[config.mk]
export PLATFORM = sky130hd
export DESIGN_NAME = edge_det_filt
export DESIGN_NICKNAME = d
export VERILOG_FILES = /design/src/rtl/edge_det_filt.sv
export SDC_FILE = /design/constraint.sdc
export NUM_CORES = 1
export LEC_CHECK = 0
export ABC_AREA = 1
export BUFFER_PORTS_ARGS = -buffer_cell sky130_fd_sc_hd__buf_2
export CORE_UTILIZATION = 55
export DETAILED_ROUTE_END_ITERATION = 7
export MAX_ROUTING_LAYER = met4
export PLACE_DENSITY_LB_ADDON = 0.2
export SLEW_MARGIN = 20
export SYNTH_ARGS = -nofsm -noshare
export SYNTH_HDL_FRONTEND = slang
export SYNTH_SLANG_ARGS = --single-unit
[constraint.sdc]
create_clock -name clk_i -period 1.9 [get_ports clk_i]
set_input_delay 0.19 -clock clk_i [delete_from_list [all_inputs] [get_ports clk_i]]
set_output_delay 0.19 -clock clk_i [all_outputs]
set_load 0.1 [all_outputs]
[src/rtl/edge_det_filt.sv]
// rtl/edge_det_filt.sv - multi-channel filtered edge detector with pending flags, event counters and irq
module edge_det_filt #(
    parameter int CHANNELS   = 4,
    parameter int STAGE      = 2,
    parameter int FILT_WIDTH = 4,
    parameter int CNT_WIDTH  = 8
) (
    input  logic                          clk_i,
    input  logic                          rst_n_i,
    input  logic [CHANNELS-1:0]           dat_i,
    input  logic [2*CHANNELS-1:0]         mode_i,
    input  logic [FILT_WIDTH-1:0]         filt_thr_i,
    input  logic [CHANNELS-1:0]           clr_i,
    output logic [CHANNELS-1:0]           dat_o,
    output logic [CHANNELS-1:0]           re_o,
    output logic [CHANNELS-1:0]           fe_o,
    output logic [CHANNELS-1:0]           evt_o,
    output logic [CHANNELS-1:0]           pend_o,
    output logic [CHANNELS*CNT_WIDTH-1:0] cnt_o,
    output logic                          irq_o
);

    // synchronised input levels feeding the filters
    logic [CHANNELS-1:0] s;

    generate
        if (STAGE == 0) begin : g_nosync
            assign s = dat_i;
        end else begin : g_sync
            logic [CHANNELS-1:0] sync_q [STAGE];

            // shift raw inputs through the synchroniser chain
            always_ff @(posedge clk_i) begin
                if (!rst_n_i) begin
                    for (int k = 0; k < STAGE; k++) sync_q[k] <= '0;
                end else begin
                    sync_q[0] <= dat_i;
                    for (int k = 1; k < STAGE; k++) sync_q[k] <= sync_q[k-1];
                end
            end

            assign s = sync_q[STAGE-1];
        end
    endgenerate

    for (genvar i = 0; i < CHANNELS; i++) begin : g_ch
        logic                  lvl_q;
        logic [FILT_WIDTH-1:0] fc_q;
        logic                  pend_q;
        logic [CNT_WIDTH-1:0]  cnt_q;
        logic [1:0]            mode;
        logic                  upd;

        assign mode = mode_i[2*i+1:2*i];
        // ">=" lets a threshold lowered mid-count take effect at once; gated so no pulse escapes during reset
        assign upd  = rst_n_i && (s[i] != lvl_q) && (fc_q >= filt_thr_i);

        assign re_o[i]  = upd & s[i];
        assign fe_o[i]  = upd & ~s[i];
        // mode bit 0 qualifies rising edges, bit 1 falling edges
        assign evt_o[i] = (mode[0] & re_o[i]) | (mode[1] & fe_o[i]);

        // glitch filter: accept a new level only after it persisted thr+1 cycles
        always_ff @(posedge clk_i) begin
            if (!rst_n_i) begin
                lvl_q <= 1'b0;
                fc_q  <= '0;
            end else if (s[i] == lvl_q) begin
                fc_q <= '0;
            end else if (upd) begin
                lvl_q <= s[i];
                fc_q  <= '0;
            end else begin
                fc_q <= fc_q + FILT_WIDTH'(1);
            end
        end

        // sticky pending flag; a same-cycle event wins over clear
        always_ff @(posedge clk_i) begin
            if (!rst_n_i)      pend_q <= 1'b0;
            else if (evt_o[i]) pend_q <= 1'b1;
            else if (clr_i[i]) pend_q <= 1'b0;
        end

        // saturating event counter; clear with a same-cycle event restarts at one
        always_ff @(posedge clk_i) begin
            if (!rst_n_i) begin
                cnt_q <= '0;
            end else if (clr_i[i]) begin
                cnt_q <= evt_o[i] ? CNT_WIDTH'(1) : '0;
            end else if (evt_o[i] && (cnt_q != {CNT_WIDTH{1'b1}})) begin
                cnt_q <= cnt_q + CNT_WIDTH'(1);
            end
        end

        assign dat_o[i]                            = lvl_q;
        assign pend_o[i]                           = pend_q;
        assign cnt_o[CNT_WIDTH*i +: CNT_WIDTH]     = cnt_q;
    end

    assign irq_o = |pend_o;

endmodule

== Word level (Yosys, flattened, before mapping) ==
Memory sizes are Yosys's and may differ from the RTL's.
Cells that the tools add are included.
Cells by class
  bitwise operators: 31
  magnitude comparators: 4
  equal/unequal tests: 12
  multiplexer cells: 24
  $add $sub $neg: 8
  reductions and logical operators: 29
Operator list (number)
  $mux 8: 8
  $add 8x1->8 const B: 4
  $ne 8x8->1 const B: 4
  $add 4x1->4 const B: 4
  $and 1x1->1: 16
  $ge 4x4->1: 4
  $reduce_bool 2->1: 8
  $mux 1: 14
  $logic_and 1x1->1: 12
  $reduce_or 3->1: 4
  $not 1->1: 9
  $mux 4: 2
  $reduce_and 2->1: 4
  $or 1x1->1: 6
  $eq 1x1->1: 4
  $ne 1x1->1: 4
  $reduce_or 4->1: 1
Word-level totals
  RAM bits: 8
  output and inout port bits: 53
  register bits: 56
  memories kept: 1
  bits of input ports: 22
Memories
  g_sync.sync_q: depth 2, width 4, rd ports 2, clocked after memory_dff 0, write ports 2, line 30  | logic [CHANNELS-1:0] sync_q [STAGE];

== Logic depth before layout (Yosys ltp) ==
Gate-level depths: netlist of run 1.
  depth after elaboration: 9
  depth in mapped cells: 14
  depth with buffers taken out: 14

== Worst setup path after synthesis of run 1 ==
No wires, ideal clock.
  path type: register to register
  from: reg g_ch[3].fc_q[3]
  to: reg g_ch[3].lvl_q
  setup slack: -0.623 ns
  stages on the path, launching flop included: 9
  arrival time: 2.331 ns
  cell sequence: dfxtp_1 > ha_1 > nand2_1 > inv_1 > nand3_1 > nand3_1 > nand2_1 > nor2_1 > nor3_1
Between the ends
  word-level cells in the longest chain between the ends: 3
RTL lines
  start, declared: line 48  | logic [FILT_WIDTH-1:0] fc_q;
  start signal, assigned: line 74  | fc_q <= fc_q + FILT_WIDTH'(1);
  $ge 4x4->1: line 56  | assign upd = rst_n_i && (s[i] != lvl_q) && (fc_q >= filt_thr_i);
  $logic_and 1x1->1: line 56
  $reduce_and 2->1 (no line)
  end signal, assigned: line 71  | lvl_q <= s[i];
  end, declared: line 47  | logic lvl_q;
No other way between the ends.
A chain may end at the register's enable or synchronous reset.

== Worst setup path after layout of run 1 ==
  from: reg g_ch[1].fc_q[0]
  to: out evt_o[1]
Between the ends
  word-level cells in the longest chain between the ends: 5
RTL lines
  start, declared: line 48
  start signal, assigned: line 74
  $ge 4x4->1 (*): line 56
  $logic_and 1x1->1 (*): line 56
  $and 1x1->1 (on tied branches): line 58, 59
  $and 1x1->1: line 61  | assign evt_o[i] = (mode[0] & re_o[i]) | (mode[1] & fe_o[i]);
  $or 1x1->1 (*): line 61
  end, declared: line 17  | output logic [CHANNELS-1:0] evt_o,
Every way passes the cells marked *; elsewhere a longest branch is shown, timed or not.

==> results of run 1 <==
## cell usage after synthesis
cell | instances | area share [%]
a21oi_1 | 25 | 3.6
a21oi_2 | 6 | 1.5
buf_4 | 9 | 1.9
buf_6 | 1 | 0.32
dfxtp_1 | 64 | 37
ha_1 | 24 | 8.6
inv_1 | 82 | 8.9
inv_4 | 1 | 0.18
nand2_1 | 85 | 9.2
nand2_2 | 9 | 1.6
nand2_4 | 8 | 2.6
nand3_1 | 32 | 4.6
nand3b_1 | 2 | 0.43
nand4_1 | 15 | 2.7
nor2_1 | 65 | 7.0
nor2_2 | 2 | 0.36
nor2_4 | 2 | 0.65
nor3_1 | 8 | 1.2
nor3b_1 | 1 | 0.22
nor4_2 | 1 | 0.36
o21ai_0 | 13 | 1.9
o21ai_1 | 3 | 0.43
o21bai_1 | 1 | 0.22
o22ai_1 | 3 | 0.54
or2_2 | 3 | 0.54
xnor2_1 | 9 | 2.3
xor2_1 | 5 | 1.3
## kinds of logic after synthesis
kind of cell	Yosys count	synth area share (%)
and+or+nand+nor	233	31.4
DFF	64	36.9
adders and majority gates	24	8.65
xor gates and xnor gates	14	3.53
AOI/OAI and AO/OA	51	8.18
buffers and inverters	93	11.3
## state kept, by name, summed over array words and instances, names as in the netlist
signal,count
g_ch.cnt_q,32
g_ch.fc_q,16
g_ch.lvl_q,4
g_ch.pend_q,4
g_sync.sync_q,8
## worst max-delay path: cells and delay by family, from the launching register on
kind | cells | cell delay, ns
AND/OR/NAND/NOR | 4 | 0.61
flip-flops | 1 | 0.35
adder cells (fa/ha/maj) | 1 | 0.26
buffers and inverters | 2 | 0.24
## path summary, 6_finish.rpt
check	start	endpoint	cells after the start	slack (ns)
worst max register to register	g_ch[2].fc_q[1]$_SDFF_PP0_	g_ch[2].cnt_q[2]$_SDFFE_PN0P_	12	0.01
worst min-delay path	dat_i[2]	g_sync.sync_q[0][2]$_SDFF_PN0_	3	0.03
worst min register to register	g_sync.sync_q[0][0]$_SDFF_PN0_	g_sync.sync_q[0][4]$_SDFF_PN0_	2	0.42
worst max-delay path	g_ch[1].fc_q[0]$_SDFF_PP0_	evt_o[1]	7	-0.11
## routing by layer
metal / track usage, % / vias to the layer above
met5: - / -
met4: 13.2 / 0
met3: 5.00 / 27
met2: 45.8 / 128
met1: 31.5 / 1612
li1: - / 1702
## through the flow
stage / total power, uW / utilization, % / cells / setup WS, ns / setup TNS, ns
final: 2950 / 81.5 / 653 / -0.109 / -0.355
after global routing: 3050 / 81.5 / 653 / -0.155 / -1.45
after CTS: 2910 / 77.3 / 645 / 0.00105 / 0
after detailed placement: 1780 / 69.7 / 618 / 0.0113 / 0
after global placement: 1770 / 69.7 / 618 / 0.106 / 0
after floorplan: 1700 / - / 479 / 0.0211 / 0
## cell type report
type | count | area, sq um | area share, %
sequential | 64 | 1360 | 27.9
multi-input combinational | 322 | 2240 | 45.9
inverter | 83 | 317 | 6.48
clock buffer | 12 | 135 | 2.77
clock inverter | 4 | 45.0 | 0.922
timing repair buffer | 93 | 693 | 14.2
tap | 75 | 93.8 | 1.92
## what timing repair did
action	in CTS	in global routing
pin swaps	13	33
gates resized for setup	41	42
setup endpoints to repair	12	30
setup buffers	11	8
hold endpoints to repair	0	0
## cells in the final DEF, fill, tap and decap left out, types with 12 or more instances in the layout
master / Yosys / routed
buf_4: 9 / 19
nand2_1: 85 / 69
a21oi_1: 25 / 21
nor2_1: 65 / 57
dfxtp_1: 64 / 22
nand2_2: 9 / 13
dfxtp_2: 0 / 31
nand4_1: 15 / 15
nand3_1: 32 / 25
nand2_4: 8 / 20
inv_1: 82 / 78
ha_4: 0 / 14
buf_2: 0 / 62
buf_12: 0 / 12
## power breakdown
group	total, uW	internal (uW)	switching (uW)	leakage (uW)
Clock	1120	601	519	0.0000941
Combinational	442	126	316	0.00165
Sequential	1390	1360	29.7	0.000543
Total	2950	2090	865	0.00229
==> results.json, run 1 <==
{
  "crit_arrival_ns": 1.82,
  "dp_hpwl_um": 5670,
  "coreArea_sq_um": 5990,
  "drt_iter0_drc": 162,
  "clk_latency_ns": 0.34,
  "post_drt_via_cell_ratio": 5.31,
  "wl_met1_um": 3760,
  "start_kind": "flop",
  "cts_buffers": 9,
  "setup_viol": 8,
  "power_leakage_uw": 0.00229,
  "worst_pin_slew_ns": 0.642,
  "clock_tree.buffer_depth": 2,
  "slew_headroom_pct": 57.0,
  "path_class": "flop to primary output",
  "slowest_delay_ns": 0.35,
  "path_cells": "inv_1, ha_4, nand4_1, nand3_2, nand4_1, nand2_4, buf_12",
  "design.die.area_sq_um": 6640,
  "yosysSeqAreaShare_pct": 36.9,
  "fp.dieH_um": 81.5,
  "io_pins": 75,
  "gr-total-overflow": 0,
  "io_buffers": 74,
  "drive_above_1_share_pct": 40.5,
  "critPathMostFrequentCell": "nand4_1",
  "worst_slack_ns": -0.109,
  "max_freq_ghz": 0.498,
  "finalWirelength_um": 9330,
  "met3_length_um": 496,
  "finClkSkew_ns": 0.00705,
  "syn2layout_area_growth_pct": 40.6,
  "cts_hold_buf": 0,
  "placed_cell_area_sq_um": 4170,
  "hold_class": "input port to flop",
  "path_clk_slew_ns": 0.07,
  "n_antenna_cell": 0,
  "ys_seq_elements": 64,
  "wl_per_cell_um": 14.3,
  "ant_nets": 0,
  "cts_sinks": 64,
  "min_period_ns": 2.01,
  "place_congestion": 0.897,
  "violations": "negative setup slack",
  "final_nets": 619,
  "hold_viol_final": 0,
  "top_layer_used": "met4",
  "cts_root_buffer": "clkbuf_8",
  "slew_viol_final": 0,
  "track_usage_pct": 27.4,
  "nFillCells": 399,
  "hold_ws_ns": 0.0310,
  "rsz0062_at_grt": "yes",
  "status": "complete, but fails checks",
  "synth.net_count": 525,
  "initial_utilization_pct": 58.0,
  "die_w_um": 81.5,
  "critPathSlowestCell": "dfxtp_2",
  "cts_tree": "built",
  "yosys_warnings": 0,
  "ir_worst_vdd_uv": 398,
  "path_max_fanout": 4,
  "antenna_found_initial": 0,
  "end_kind": "primary output",
  "final_area_sq_um": 4880,
  "grt_max_degree": 16,
  "vias": 3469,
  "finalCritPeriodShare_pct": 106,
  "grt_pass1_vias": 3025,
  "postSynthCellCount": 479,
  "h-tree-depth": 3,
  "rows": 28,
  "required_ns": 1.71,
  "drtPass1Iterations": 5,
  "netlist_area_sq_um": 3470,
  "drv_cap": 0,
  "syn_area_per_cell_sq_um": 7.25,
  "post-route-drc-count": 0,
  "met2WireLength_um": 4780,
  "power_density_nw_per_um2": 604,
  "grt_pass1_wl_um": 13400,
  "ys_types": 27
}
Power figures use the tool's default switching activity.
==> run 2, diff against run 1 <==
--- a/config.mk
+++ b/config.mk
@@ -11,6 +11,7 @@
 export DETAILED_ROUTE_END_ITERATION = 7
 export MAX_ROUTING_LAYER = met4
 export PLACE_DENSITY_LB_ADDON = 0.2
+export RECOVER_POWER = 100
 export SLEW_MARGIN = 20
 export SYNTH_ARGS = -nofsm -noshare
 export SYNTH_HDL_FRONTEND = slang
==> run 2 against run 1 <==
The flow still finishes with violations (negative setup slack). Sequential power about the same. Non-clock buffer count unchanged. Register-to-register slack about the same. Critical endpoint unchanged. Largest power group unchanged. Highest routed layer unchanged.
==> results.json, run 2 (synthesized netlist as in run 1, its figures left out) <==
{
  "largest_reg_flops": 32,
  "top_register": "g_ch.cnt_q",
  "timing.rr.end": "g_ch[2].cnt_q[2]$_SDFFE_PN0P_",
  "ff2ff_path_depth": 12,
  "place_congestion": 0.897,
  "clk_latency_ns": 0.34,
  "dp_hpwl_um": 5670,
  "grt_use_met2_pct": 45.8,
  "drt_iter0_drc": 162,
  "grt_max_degree": 16,
  "finalWirelength_um": 9330,
  "io_pins": 75,
  "final_common_cell": "inv_1",
  "cts_root_buffer": "clkbuf_8",
  "vias": 3477,
  "gr-total-overflow": 0,
  "cts_tree": "built",
  "worst_pin_slew_ns": 0.655,
  "ir_worst_vdd_uv": 398,
  "post-route-drc-count": 0,
  "rsz0062_at_grt": "yes",
  "track_usage_pct": 27.4,
  "power_leakage_uw": 0.00229,
  "setup-tns-final_ns": -0.353,
  "hold_depth": 3,
  "design.die.area_sq_um": 6640,
  "final_area_sq_um": 4880,
  "die_w_um": 81.5,
  "end_kind": "primary output",
  "drive_above_1_share_pct": 40.3,
  "hold_path.startpoint": "dat_i[2]",
  "initial_utilization_pct": 58.0,
  "setup_viol": 8,
  "final_nets": 619,
  "rows": 28,
  "h-tree-depth": 3,
  "ant_nets": 0,
  "grtUsageMet3_pct": 5.00,
  "final_cell_mix": "inv_1 (78), nand2_1 (69), buf_2 (61)",
  "antenna_found_initial": 0,
  "hold_class": "input port to flop",
  "crit_arrival_ns": 1.82,
  "syn2layout_area_growth_pct": 40.6,
  "coreArea_sq_um": 5990,
  "met1_usage_pct": 31.5,
  "wl_per_cell_um": 14.3,
  "post_drt_via_cell_ratio": 5.32,
  "finClkSkew_ns": 0.00710,
  "max_freq_ghz": 0.498,
  "path_max_fanout": 4,
  "clock_tree.buffer_depth": 2,
  "slew_viol_final": 0,
  "finalCritPeriodShare_pct": 106,
  "hold_viol_final": 0,
  "min_to": "g_sync.sync_q[0][2]$_SDFF_PN0_",
  "required_ns": 1.71,
  "path_class": "flop to primary output",
  "placed_cell_area_sq_um": 4170,
  "cts_hold_buf": 0,
  "regToRegSetupSlack_ns": 0.01,
  "io_buffers": 74,
  "status": "complete, but fails checks",
  "fp.dieH_um": 81.5,
  "slew_headroom_pct": 56.2,
  "grt_pass1_vias": 3025,
  "drv_cap": 0,
  "reg.largest.list": "g_ch.cnt_q (32), g_ch.fc_q (16), g_sync.sync_q (8)",
  "grt.busiest_layer": "met2",
  "n_antenna_cell": 0,
  "path_clk_slew_ns": 0.07,
  "violations": "negative setup slack",
  "grt_pass1_wl_um": 13400,
  "cts_sinks": 64,
  "r2r_start": "g_ch[2].fc_q[1]$_SDFF_PP0_",
  "min_period_ns": 2.01,
  "cts_buffers": 9,
  "drtPass1Iterations": 5,
  "worst_slack_ns": -0.109,
  "power_density_nw_per_um2": 604,
  "start_kind": "flop"
}
## run 2: what timing repair did
action	CTS	global route
pin swaps	13	33
setup endpoints to repair	12	30
buffers inserted	11	8
gates resized for setup	41	42
cloned	0	0
## run 2: worst max-delay path: stages, from the launching register on
cell,delay [ns]
dfxtp_2,0.35
inv_1,0.07
ha_4,0.26
nand4_1,0.15
nand3_2,0.18
nand4_1,0.16
nand2_4,0.12
buf_12,0.17
## run 2: layout make-up
| class | count | area (sq um) |
|---|---|---|
| Clock buffer | 12 | 135 |
| Clock inverter | 4 | 45.0 |
| Fill cell | 400 | 1110 |
| Inverter | 83 | 317 |
| Multi-Input combinational cell | 322 | 2240 |
| Sequential cell | 64 | 1360 |
| Tap cell | 75 | 93.8 |
| Timing Repair Buffer | 93 | 692 |
## run 2: per-stage QoR
step	hold slack [ns]	total power (uW)	setup WS (ns)	utilization, %	cells
4_1_cts	0.0215	2910	0.00105	77.3	645
2_1_floorplan	0.288	1700	0.0211	-	479
5_1_grt	0.0418	3050	-0.155	81.5	653
6_report	0.0311	2950	-0.109	81.5	653
3_5_place_dp	0.375	1780	0.0113	69.7	618
3_3_place_gp	0.372	1770	0.106	69.7	618
## run 2: where the power goes
group          internal [uW]  switching [uW]  leakage (uW)
Combinational            126             316       0.00165
Clock                    601             519     0.0000941
Sequential              1360            29.7      0.000543
## run 2: worst max path at each step
stage | depth (start not counted) | endpoint | start | slack [ns]
floorplan | 7 | g_ch[3].cnt_q[2]$_SDFFE_PN0P_ | g_ch[3].cnt_q[5]$_SDFFE_PN0P_ | 0.02
global placement | 11 | g_ch[0].cnt_q[4]$_SDFFE_PN0P_ | filt_thr_i[3] | 0.11
detailed placement | 13 | g_ch[0].cnt_q[4]$_SDFFE_PN0P_ | filt_thr_i[1] | 0.01
CTS | 8 | evt_o[1] | g_ch[1].fc_q[3]$_SDFF_PP0_ | 0.001
global route | 7 | evt_o[1] | g_ch[1].fc_q[0]$_SDFF_PP0_ | -0.16
finish | 7 | evt_o[1] | g_ch[1].fc_q[0]$_SDFF_PP0_ | -0.11
## run 2: routing by layer
metal / up-vias / wire length, um / share of wire [%]
met5: - / 0 / 0
met4: 0 / 294 / 3.2
met3: 27 / 510 / 5.5
met2: 132 / 4780 / 51
met1: 1616 / 3740 / 40
li1: 1702 / - / -
==> run 3, diff against run 2 <==
==> constraint.sdc (replaced) <==
create_clock -name clk_i -period 1.9 [get_ports clk_i]
set_input_delay 0.19 -clock clk_i [delete_from_list [all_inputs] [get_ports clk_i]]
set_output_delay 0.19 -clock clk_i [all_outputs]
set_load 0.02 [all_outputs]
==> run 3 against run 2 <==
The run now ends clean. Non-clock buffer count shrank 6. Register-to-register slack gained 0.08 ns. First-iteration DRC count fell by 25%. Fmax grew 7.7%. Cell area is 12% lower. Clock skew increased by 0.0012 ns. Final cell count fell by 0.92%. Sequential power is essentially flat. Die area is the same. Sequential cell count unchanged. Critical path depth increased by 1. Largest power group unchanged. Highest routed layer unchanged.
==> results.json, run 3 (synthesized netlist as in run 1, its figures left out) <==
{
  "status": "completed",
  "p_comb_share_pct": 10.1,
  "design.die.area_sq_um": 6640,
  "initial_utilization_pct": 58.0,
  "ff2ff_path_depth": 11,
  "post-route-drc-count": 0,
  "rows": 28,
  "cts_buffers": 9,
  "final_nets": 613,
  "pwr-share-clk_pct": 37.4,
  "io_pins": 75,
  "grt_pass1_vias": 2924,
  "io_buffers": 74,
  "fp.dieH_um": 81.5,
  "min_period_ns": 1.86,
  "finClkSkew_ns": 0.00832,
  "final_cell_mix": "inv_1 (80), nand2_1 (80), nor2_1 (57)",
  "cts_tree": "built",
  "ir_worst_vdd_uv": 527,
  "die_w_um": 81.5,
  "regToRegSetupSlack_ns": 0.09,
  "slew_headroom_pct": 60.3,
  "cts_hold_buf": 0,
  "drv_cap": 0,
  "grt_use_met2_pct": 39.8,
  "h-tree-depth": 3,
  "power_switching_uw": 688,
  "cts_sinks": 64,
  "hold_depth": 3,
  "hold_viol_final": 0,
  "coreArea_sq_um": 5990,
  "fin_total_pwr_uw": 2660,
  "crit_arrival_ns": 1.67,
  "place_congestion": 0.833,
  "switching_share_pct": 25.9,
  "grt_pass1_wl_um": 11800,
  "nFillCells": 501,
  "gr-total-overflow": 0,
  "n_antenna_cell": 0,
  "largest_reg_flops": 32,
  "track_usage_pct": 23.8,
  "power_density_nw_per_um2": 616,
  "drt_iter0_drc": 121,
  "clock_tree.buffer_depth": 2,
  "grt_max_degree": 16,
  "finalCritPeriodShare_pct": 98.1,
  "final_cells": 647,
  "syn2layout_area_growth_pct": 24.2,
  "hold_class": "input port to flop",
  "setup_viol": 0,
  "max_freq_ghz": 0.536,
  "worst_pin_slew_ns": 0.593,
  "top_register": "g_ch.cnt_q",
  "reg.largest.list": "g_ch.cnt_q (32), g_ch.fc_q (16), g_sync.sync_q (8)",
  "drive_above_1_share_pct": 23.6,
  "power_leakage_uw": 0.00198,
  "path_class": "flop to primary output",
  "start_kind": "flop",
  "drtPass1Iterations": 4,
  "grt.busiest_layer": "met2",
  "p_int_uw": 1970,
  "wl_per_cell_um": 11.7,
  "ant_nets": 0,
  "place_inst": 621,
  "vias": 3232,
  "antenna_found_initial": 0,
  "clk_latency_ns": 0.33,
  "path_max_fanout": 4,
  "dp_hpwl_um": 5340,
  "post_drt_via_cell_ratio": 5.00,
  "path_clk_slew_ns": 0.07,
  "end_kind": "primary output",
  "met1_usage_pct": 27.1,
  "setup-tns-final_ns": 0,
  "finalWirelength_um": 7580,
  "cts_root_buffer": "clkbuf_8",
  "seqPwrFrac_pct": 52.5,
  "grtUsageMet3_pct": 4.44,
  "slew_viol_final": 0,
  "required_ns": 1.71
}
==> run 3: cell types whose count changed in the layout (fill, tap and decap cells not counted), moves of 12 or more <==
cell / change
buf_2: -40
clkbuf_1: +40
dfxtp_1: +30
dfxtp_2: -19
buf_12: -12
==> run 3: final cells by class <==
type,instances,area [sq um],share of cell area [%]
Clock buffer,12,145,3.36
Clock inverter,4,20.0,0.464
Inverter,83,314,7.28
Multi-Input combinational cell,322,1990,46.1
Sequential cell,64,1300,30.0
Tap cell,75,93.8,2.18
Timing Repair Buffer,87,454,10.5
==> run 3: worst max-delay path, stage by stage (launching register included) <==
cell	delay [ns]
dfxtp_2	0.35
ha_4	0.28
nand2_1	0.05
inv_1	0.10
nand3_2	0.12
nand3_4	0.10
nand2_2	0.07
nor2_2	0.14
buf_6	0.14
==> run 3: metrics by stage <==
stage / utilization (%) / hold WS, ns / instance area [sq um] / worst slack [ns]
floorplan: - / 0.288 / 3470 / 0.215
global placement: 64.8 / 0.374 / 3880 / 0.105
detailed placement: 64.8 / 0.375 / 3880 / 0.0561
CTS: 68.7 / 0.0221 / 4110 / 0.00931
global route: 72.0 / 0.0251 / 4310 / -0.0503
finish: 72.0 / 0.0398 / 4310 / 0.0356
==> run 3: final timing paths <==
path / start / endpoint
setup / recovery: g_ch[2].fc_q[3]$_SDFF_PP0_ / fe_o[2]
hold / removal: dat_i[1] / g_sync.sync_q[0][1]$_SDFF_PN0_
setup reg to reg: g_ch[2].fc_q[3]$_SDFF_PP0_ / g_ch[2].cnt_q[5]$_SDFFE_PN0P_
hold reg to reg: g_sync.sync_q[0][1]$_SDFF_PN0_ / g_sync.sync_q[0][5]$_SDFF_PN0_
==> run 3: layer usage <==
layer	vias to the layer above	share of wire, %
met5	-	0
met4	0	2.1
met2	80	49
met1	1447	44
met3	16	5.2
li1	1689	-
==> run 3: timing repair <==
item                                    in CTS  in global routing
pin swaps                                    4                 10
endpoints found under the setup margin      10                 21
gates cloned                                 0                  0
buffers inserted                             4                  6
gates resized for setup                     10                 52
==> run 3: power groups by stage <==
| stage | sequential, uW | clock [uW] | combinational, uW |
|---|---|---|---|
| floorplan | 1440 | 0 | 147 |
| global placement | 1420 | 0 | 234 |
| detailed placement | 1420 | 0 | 240 |
| CTS | 1390 | 1030 | 244 |
| global route | 1400 | 1080 | 302 |
| finish | 1400 | 994 | 268 |
